File: src/rtl/wb_cmd_master.sv
`default_nettype none
// ============================================================================
// Module   : wb_cmd_master
// Purpose  : Wishbone initiator running single or 1-8 beat incrementing bursts
// Revision : 1.0  initial release
// ============================================================================
module wb_cmd_master #(
  parameter int gWidth      = 32,
  parameter int gMaxRetries = 3,
  parameter int gTimeout    = 255
) (
  input  logic              CLK_I,
  input  logic              RST_I,
  input  logic              ReqValid,
  output logic              ReqReady,
  input  logic              ReqWrite,
  input  logic [6:4]        ReqAddr,
  input  logic [2:0]        ReqLen,
  input  logic              WrValid,
  output logic              WrReady,
  input  logic [gWidth-1:0] WrData,
  output logic              RdValid,
  output logic [gWidth-1:0] RdData,
  output logic              RdLast,
  output logic              DoneValid,
  output logic              DoneErr,
  output logic              CYC_O,
  output logic              STB_O,
  output logic              WE_O,
  output logic [6:4]        ADR_O,
  output logic [gWidth-1:0] DAT_O,
  output logic              SEL_O,
  output logic [2:0]        CTI_O,
  output logic [1:0]        BTE_O,
  input  logic              ACK_I,
  input  logic              ERR_I,
  input  logic              RTY_I,
  input  logic [gWidth-1:0] DAT_I
);

  localparam int RW = $clog2(gMaxRetries + 2);
  localparam int WW = (gTimeout > 1) ? $clog2(gTimeout + 1) : 1;
  localparam logic [RW-1:0] MAX_RTY = RW'(gMaxRetries);
  localparam logic [WW-1:0] WD_LAST = WW'(gTimeout - 1);

  typedef enum logic [2:0] {
    S_IDLE = 3'd0,
    S_WAIT = 3'd1,
    S_BEAT = 3'd2,
    S_BACK = 3'd3,
    S_DONE = 3'd4
  } state_t;

  state_t              state_q, state_d;
  logic                we_q, we_d;
  logic [2:0]          adr_q, adr_d;
  logic [2:0]          cnt_q, cnt_d;
  logic                single_q, single_d;
  logic [gWidth-1:0]   dat_q, dat_d;
  logic [RW-1:0]       rty_q, rty_d;
  logic [WW-1:0]       wd_q, wd_d;
  logic                cyc_q, cyc_d;
  logic                stb_q, stb_d;
  logic [2:0]          cti_q, cti_d;
  logic                rdv_q, rdv_d;
  logic [gWidth-1:0]   rdd_q, rdd_d;
  logic                rdl_q, rdl_d;
  logic                donev_q, donev_d;
  logic                donee_q, donee_d;
  logic                wr_ready;
  logic                last_beat;
  logic [2:0]          cnt_dec;

  assign last_beat = (cnt_q == 3'd0);
  assign cnt_dec   = cnt_q - 3'd1;

  // Cycle type of the beat about to be presented, given beats left after it.
  function automatic logic [2:0] cti_for(input logic single, input logic [2:0] remaining);
    if (single) begin
      return 3'b000;
    end else if (remaining == 3'd0) begin
      return 3'b111;
    end else begin
      return 3'b010;
    end
  endfunction

  always_comb begin
    state_d  = state_q;
    we_d     = we_q;
    adr_d    = adr_q;
    cnt_d    = cnt_q;
    single_d = single_q;
    dat_d    = dat_q;
    rty_d    = rty_q;
    wd_d     = '0;
    cyc_d    = cyc_q;
    stb_d    = stb_q;
    cti_d    = cti_q;
    rdv_d    = 1'b0;
    rdd_d    = rdd_q;
    rdl_d    = 1'b0;
    donev_d  = 1'b0;
    donee_d  = 1'b0;
    wr_ready = 1'b0;

    case (state_q)
      S_IDLE: begin
        if (ReqValid) begin
          we_d     = ReqWrite;
          adr_d    = ReqAddr;
          cnt_d    = ReqLen;
          single_d = (ReqLen == 3'd0);
          rty_d    = '0;
          cyc_d    = 1'b1;
          if (ReqWrite) begin
            state_d = S_WAIT;
          end else begin
            stb_d   = 1'b1;
            cti_d   = cti_for(ReqLen == 3'd0, ReqLen);
            state_d = S_BEAT;
          end
        end
      end

      S_WAIT: begin
        wr_ready = 1'b1;
        if (WrValid) begin
          dat_d   = WrData;
          stb_d   = 1'b1;
          cti_d   = cti_for(single_q, cnt_q);
          state_d = S_BEAT;
        end
      end

      S_BEAT: begin
        // Terminations are resolved ERR > RTY > ACK; silence feeds the watchdog.
        if (ERR_I || (RTY_I && rty_q >= MAX_RTY) ||
            (!RTY_I && !ACK_I && wd_q == WD_LAST)) begin
          cyc_d   = 1'b0;
          stb_d   = 1'b0;
          donev_d = 1'b1;
          donee_d = 1'b1;
          state_d = S_DONE;
        end else if (RTY_I) begin
          rty_d   = rty_q + RW'(1);
          stb_d   = 1'b0;
          state_d = S_BACK;
        end else if (ACK_I) begin
          rty_d = '0;
          if (!we_q) begin
            rdv_d = 1'b1;
            rdd_d = DAT_I;
            rdl_d = last_beat;
          end
          if (last_beat) begin
            cyc_d   = 1'b0;
            stb_d   = 1'b0;
            donev_d = 1'b1;
            state_d = S_DONE;
          end else begin
            adr_d = adr_q + 3'd1;
            cnt_d = cnt_dec;
            cti_d = cti_for(single_q, cnt_dec);
            if (we_q) begin
              // Next write word may be taken in the ACK cycle for zero wait states.
              wr_ready = 1'b1;
              if (WrValid) begin
                dat_d = WrData;
              end else begin
                stb_d   = 1'b0;
                state_d = S_WAIT;
              end
            end
          end
        end else begin
          wd_d = wd_q + WW'(1);
        end
      end

      S_BACK: begin
        stb_d   = 1'b1;
        state_d = S_BEAT;
      end

      S_DONE: begin
        state_d = S_IDLE;
      end

      default: begin
        state_d = S_IDLE;
        cyc_d   = 1'b0;
        stb_d   = 1'b0;
      end
    endcase
  end

  always_ff @(posedge CLK_I) begin
    if (RST_I) begin
      state_q  <= S_IDLE;
      we_q     <= 1'b0;
      adr_q    <= 3'd0;
      cnt_q    <= 3'd0;
      single_q <= 1'b0;
      dat_q    <= '0;
      rty_q    <= '0;
      wd_q     <= '0;
      cyc_q    <= 1'b0;
      stb_q    <= 1'b0;
      cti_q    <= 3'd0;
      rdv_q    <= 1'b0;
      rdd_q    <= '0;
      rdl_q    <= 1'b0;
      donev_q  <= 1'b0;
      donee_q  <= 1'b0;
    end else begin
      state_q  <= state_d;
      we_q     <= we_d;
      adr_q    <= adr_d;
      cnt_q    <= cnt_d;
      single_q <= single_d;
      dat_q    <= dat_d;
      rty_q    <= rty_d;
      wd_q     <= wd_d;
      cyc_q    <= cyc_d;
      stb_q    <= stb_d;
      cti_q    <= cti_d;
      rdv_q    <= rdv_d;
      rdd_q    <= rdd_d;
      rdl_q    <= rdl_d;
      donev_q  <= donev_d;
      donee_q  <= donee_d;
    end
  end

  assign ReqReady  = (state_q == S_IDLE);
  assign WrReady   = wr_ready;
  assign RdValid   = rdv_q;
  assign RdData    = rdd_q;
  assign RdLast    = rdl_q;
  assign DoneValid = donev_q;
  assign DoneErr   = donee_q;
  assign CYC_O     = cyc_q;
  assign STB_O     = stb_q;
  assign WE_O      = we_q;
  assign ADR_O     = adr_q;
  assign DAT_O     = dat_q;
  assign SEL_O     = 1'b1;
  assign CTI_O     = cti_q;
  assign BTE_O     = 2'b00;

endmodule
`default_nettype wire

File: config.mk
export PLATFORM = sky130hd
export DESIGN_NAME = wb_cmd_master
export DESIGN_NICKNAME = d
export VERILOG_FILES = /design/src/rtl/wb_cmd_master.sv
export SDC_FILE = /design/constraint.sdc
export NUM_CORES = 1
export LEC_CHECK = 0
export CELL_PAD_IN_SITES_DETAIL_PLACEMENT = 1
export CELL_PAD_IN_SITES_GLOBAL_PLACEMENT = 1
export CORE_UTILIZATION = 32
export CTS_CLUSTER_SIZE = 24
export DETAILED_ROUTE_END_ITERATION = 8
export PLACE_DENSITY_LB_ADDON = 0.3
export SYNTH_ARGS = -nofsm -noshare
export SYNTH_HDL_FRONTEND = slang
export SYNTH_SLANG_ARGS = --single-unit
export TNS_END_PERCENT = 20
File: constraint.sdc
create_clock -name CLK_I -period 2.7 [get_ports CLK_I]
set_input_delay 0.81 -clock CLK_I [delete_from_list [all_inputs] [get_ports CLK_I]]
set_output_delay 0.81 -clock CLK_I [all_outputs]
set_load 0.005 [all_outputs]
==> parameters.txt <==
Parameter                              Value

Run status
  Outcome ... completed

Logic synthesis
  Post-synthesis instance total ... 481
  Yosys Warn Count ... 0
  Count of distinct cell types in the synthesized netlist ... 47
  Share of synthesized area occupied by flip-flops and latches ... 44.6%
  Number of synthesized register bits ... 94
  EDFF count, synth ... 0
  Flip-flop cell with the highest count after synthesis ... sky130_fd_sc_hd__dfxtp_1
  Mean area per synthesized cell ... 8.76 um^2
  Async S/R FF share, synth ... 0%
  Netlist Area Pre-Place ... 4220 um^2

Detailed routing
  Length of the first detailed-routing pass in iterations ... 4
  Routed len/inst ... 15.9 um
  1st-iter DRT viols ... 164
  Remaining antenna violation count after routing ... 0
  Avg Vias per Cell ... 4.81
  DRC viols ... 0
  Vias post-DR ... 3,938
  WL final ... 13,000 um

Flow run
  Max-cap viol count ... 0

Die
  Width of the die ... 117 um
  Height of the die ... 117 um
  Area of the core region ... 12,700 um^2
  Number of top-level pins ... 160
  Standard-cell rows ... 41
  Overall die area ... 13,600 um^2
  Initial Util ... 33.1%

Final layout
  Antenna cells ... 0
  Fillcell total ... 1,488
  Fraction of final layout cells sized beyond drive strength 1 ... 8.19%
  Number of nets in the layout ... 728
  Number of cells in the finished layout apart from fillers ... 819
  Area overhead of the layout relative to synthesis ... 51.6%

STA
  Final Hold Vio Count ... 0
  Slew @ Worst Pin ... 858 ps
  Pins Over Slew Limit ... 0
  RSZ-0062 raised after global routing ... false
  Final worst hold slack ... 454 ps
  Sum of negative setup slack ... 0 ps
  Final worst-path cycle share ... 97.4%
  Tightest slew margin relative to the limit ... 42.8%
  Clk_skew ... 7.44 ps
  Highest clock rate ... 380 MHz
  Finish-stage setup viols ... 0
  Crit path time final ... 2630 ps

Pwr
  Cell-internal power ... 2.59 mW
  Max VDD drop ... 0.000552 V
  Net switching fraction of the power ... 25.3%
  Total power of the final layout ... 3.47 mW
  Relative contribution of sequential cells to total power ... 43.2%
  Net switching power of the design ... 877 uW
  Clock Power Share ... 37.5%
  Static leakage power ... 2.27 nW
  Power density over the cells ... 542 nW/um^2
  Combinational group share of total power ... 19.3%

Worst setup path
  Kind of capture point of the worst setup path ... output pin
  Kind of start point of the critical path ... input port
  Worst EP required ... 1890 ps
  Worst endpoint data arrival time ... 1820 ps
  Class of the most critical setup path ... input port to output pin
  Maximum fanout encountered on the critical timing path ... 2

CTS
  Insertion delay to the later sink of the worst-skew pair ... 350 ps
  CTS tree ... done
  Post-CTS Hold Fix Bufs ... 0
  Total CTS buffers ... 9
  Clock edge transition at the registers on the reported setup and hold paths ... 60 ps
  Clk sink count ... 94
  Root Buffer Master ... sky130_fd_sc_hd__clkbuf_16
  Maximum clock path buffer count ... 2
  Clock H-tree levels ... 3

Global routing
  Global-route wire length before repair ... 20,400 um
  Initial antenna violation count ... 0
  Largest net degree at the start of global routing ... 58
  All-layer global routing usage ... 19.5%
  Number of global-route vias before repair ... 4,117
  Sum of overflow across all layers after global routing ... 0

Min path
  Hold Crit Class ... flip-flop to flip-flop

Placed design
  Final estimated routing congestion in global placement ... 0.844
  Count of buffers inserted at the top-level ports ... 156
  Placed cell count ... 800
  Hpwl dp ... 9450 um
## metrics by stage
| stage | cell area (um^2) | setup slack [ps] | utilization [%] |
|---|---|---|---|
| floorplan | 4220 | 424 | - |
| global placement | 6040 | -446 | 47.5 |
| detailed placement | 6040 | -528 | 47.5 |
| CTS | 6380 | 9.30 | 50.1 |
| global route | 6390 | 3.37 | 50.2 |
| finish | 6390 | 71.5 | 50.2 |
## layer usage
layer / vias up / part of all wire (%) / GRT usage [%] / wire length, um
li1: 1933 / - / - / -
met2: 100 / 52 / 35.1 / 6720
met4: 0 / 1.1 / 5.49 / 146
met1: 1892 / 41 / 22.0 / 5390
met5: - / 0 / 0 / 0
met3: 13 / 5.6 / 6.33 / 731
## critical path, stage by stage
cell,delay [ps]
sky130_fd_sc_hd__dlygate4sd2_1,280
sky130_fd_sc_hd__nor4b_4,260
sky130_fd_sc_hd__a41oi_2,170
sky130_fd_sc_hd__inv_1,90
sky130_fd_sc_hd__clkdlybuf4s15_1,200
## what timing repair did
| item | in CTS | in global routing |
|---|---|---|
| buffers inserted | 2 | 1 |
| hold endpoints to repair | 0 | 0 |
| gates resized for setup | 9 | 1 |
| pin swaps | 2 | 1 |
| gates cloned | 0 | 0 |
| setup endpoints to repair | 1 | 1 |
## sequential cells by signal, summed over array words and instances (netlist names)
signal,cells
CYC_O,1
DAT_O,32
CTI_O,2
rty_q,3
RdData,32
cnt_q,3
RdValid,1
WE_O,1
DoneValid,1
wd_q,8
DoneErr,1
state_q,3
RdLast,1
STB_O,1
single_q,1
ADR_O,3
## cells in the mapped netlist (all sizes together) (3+ instances only)
| library cell | number | area, um^2 |
|---|---|---|
| a21oi | 43 | 215 |
| nand3 | 10 | 50.1 |
| a211oi | 4 | 30.0 |
| nor2b | 4 | 25.0 |
| nand2b | 71 | 444 |
| nand3b | 4 | 30.0 |
| inv | 8 | 30.0 |
| nor3 | 8 | 50.1 |
| clkbuf | 18 | 67.6 |
| nand4 | 3 | 18.8 |
| ha | 8 | 100 |
| mux2i | 36 | 360 |
| o21ai | 8 | 40.0 |
| a31oi | 3 | 18.8 |
| or3b | 3 | 26.3 |
| xor2 | 5 | 43.8 |
| a211o | 3 | 26.3 |
| nor2 | 17 | 63.8 |
| nand2 | 79 | 297 |
| buf | 17 | 121 |
| dfxtp | 94 | 1880 |
## power groups by stage
stage	Sequential, mW	Clock [mW]	Combinational, mW
final	1.50	1.30	0.670
after CTS	1.50	1.35	0.672
after global routing	1.50	1.40	0.731
after floorplan	1.52	0	0.301
after detailed placement	1.53	0	0.659
after global placement	1.52	0	0.644
## cell type report
class / count / area [um^2] / area share, %
inverter: 8 / 30.0 / 0.470
timing repair buffer: 184 / 1800 / 28.2
tap: 172 / 215 / 3.37
clock inverter: 3 / 42.5 / 0.665
sequential: 94 / 1880 / 29.4
clock buffer: 13 / 260 / 4.07
multi-input combinational: 345 / 2160 / 33.8
## kinds of logic after synthesis
| kind of cell | synth area share (%) |
|---|---|
| simple gates | 27.3 |
| buf+inv | 5.19 |
| xor+xnor | 1.25 |
| fa+ha+maj | 2.37 |
| flops | 44.6 |
| mux | 8.55 |
| compound gates | 10.5 |
| other cells | 0.178 |
## final timing paths
kind	startpoint	to	slack [ps]	cells after the start
setup reg to reg	state_q[0]$_SDFFE_PP0P_	DAT_O[21]$_SDFFE_PP0P_	560	7
hold / removal	RdData[23]$_SDFFE_PP0P_	RdData[23]$_SDFFE_PP0P_	450	2
setup / recovery	ERR_I	WrReady	70	5
hold reg to reg	RdData[23]$_SDFFE_PP0P_	RdData[23]$_SDFFE_PP0P_	450	2
## layout by cell type (no fill, tap or decap), types with 9 or more instances in the layout
| cell | synthesis | layout |
|---|---|---|
| sky130_fd_sc_hd__clkdlybuf4s50_1 | 0 | 151 |
| sky130_fd_sc_hd__dfxtp_1 | 94 | 94 |
| sky130_fd_sc_hd__nand2_1 | 79 | 79 |
| sky130_fd_sc_hd__nand2b_1 | 71 | 71 |
| sky130_fd_sc_hd__a21oi_1 | 43 | 43 |
| sky130_fd_sc_hd__mux2i_1 | 36 | 36 |
| sky130_fd_sc_hd__buf_4 | 7 | 25 |
| sky130_fd_sc_hd__nor2_1 | 17 | 17 |
| sky130_fd_sc_hd__nand3_1 | 10 | 10 |
| sky130_fd_sc_hd__clkbuf_16 | 0 | 9 |
Note: power is estimated with default switching activity, not from simulation.
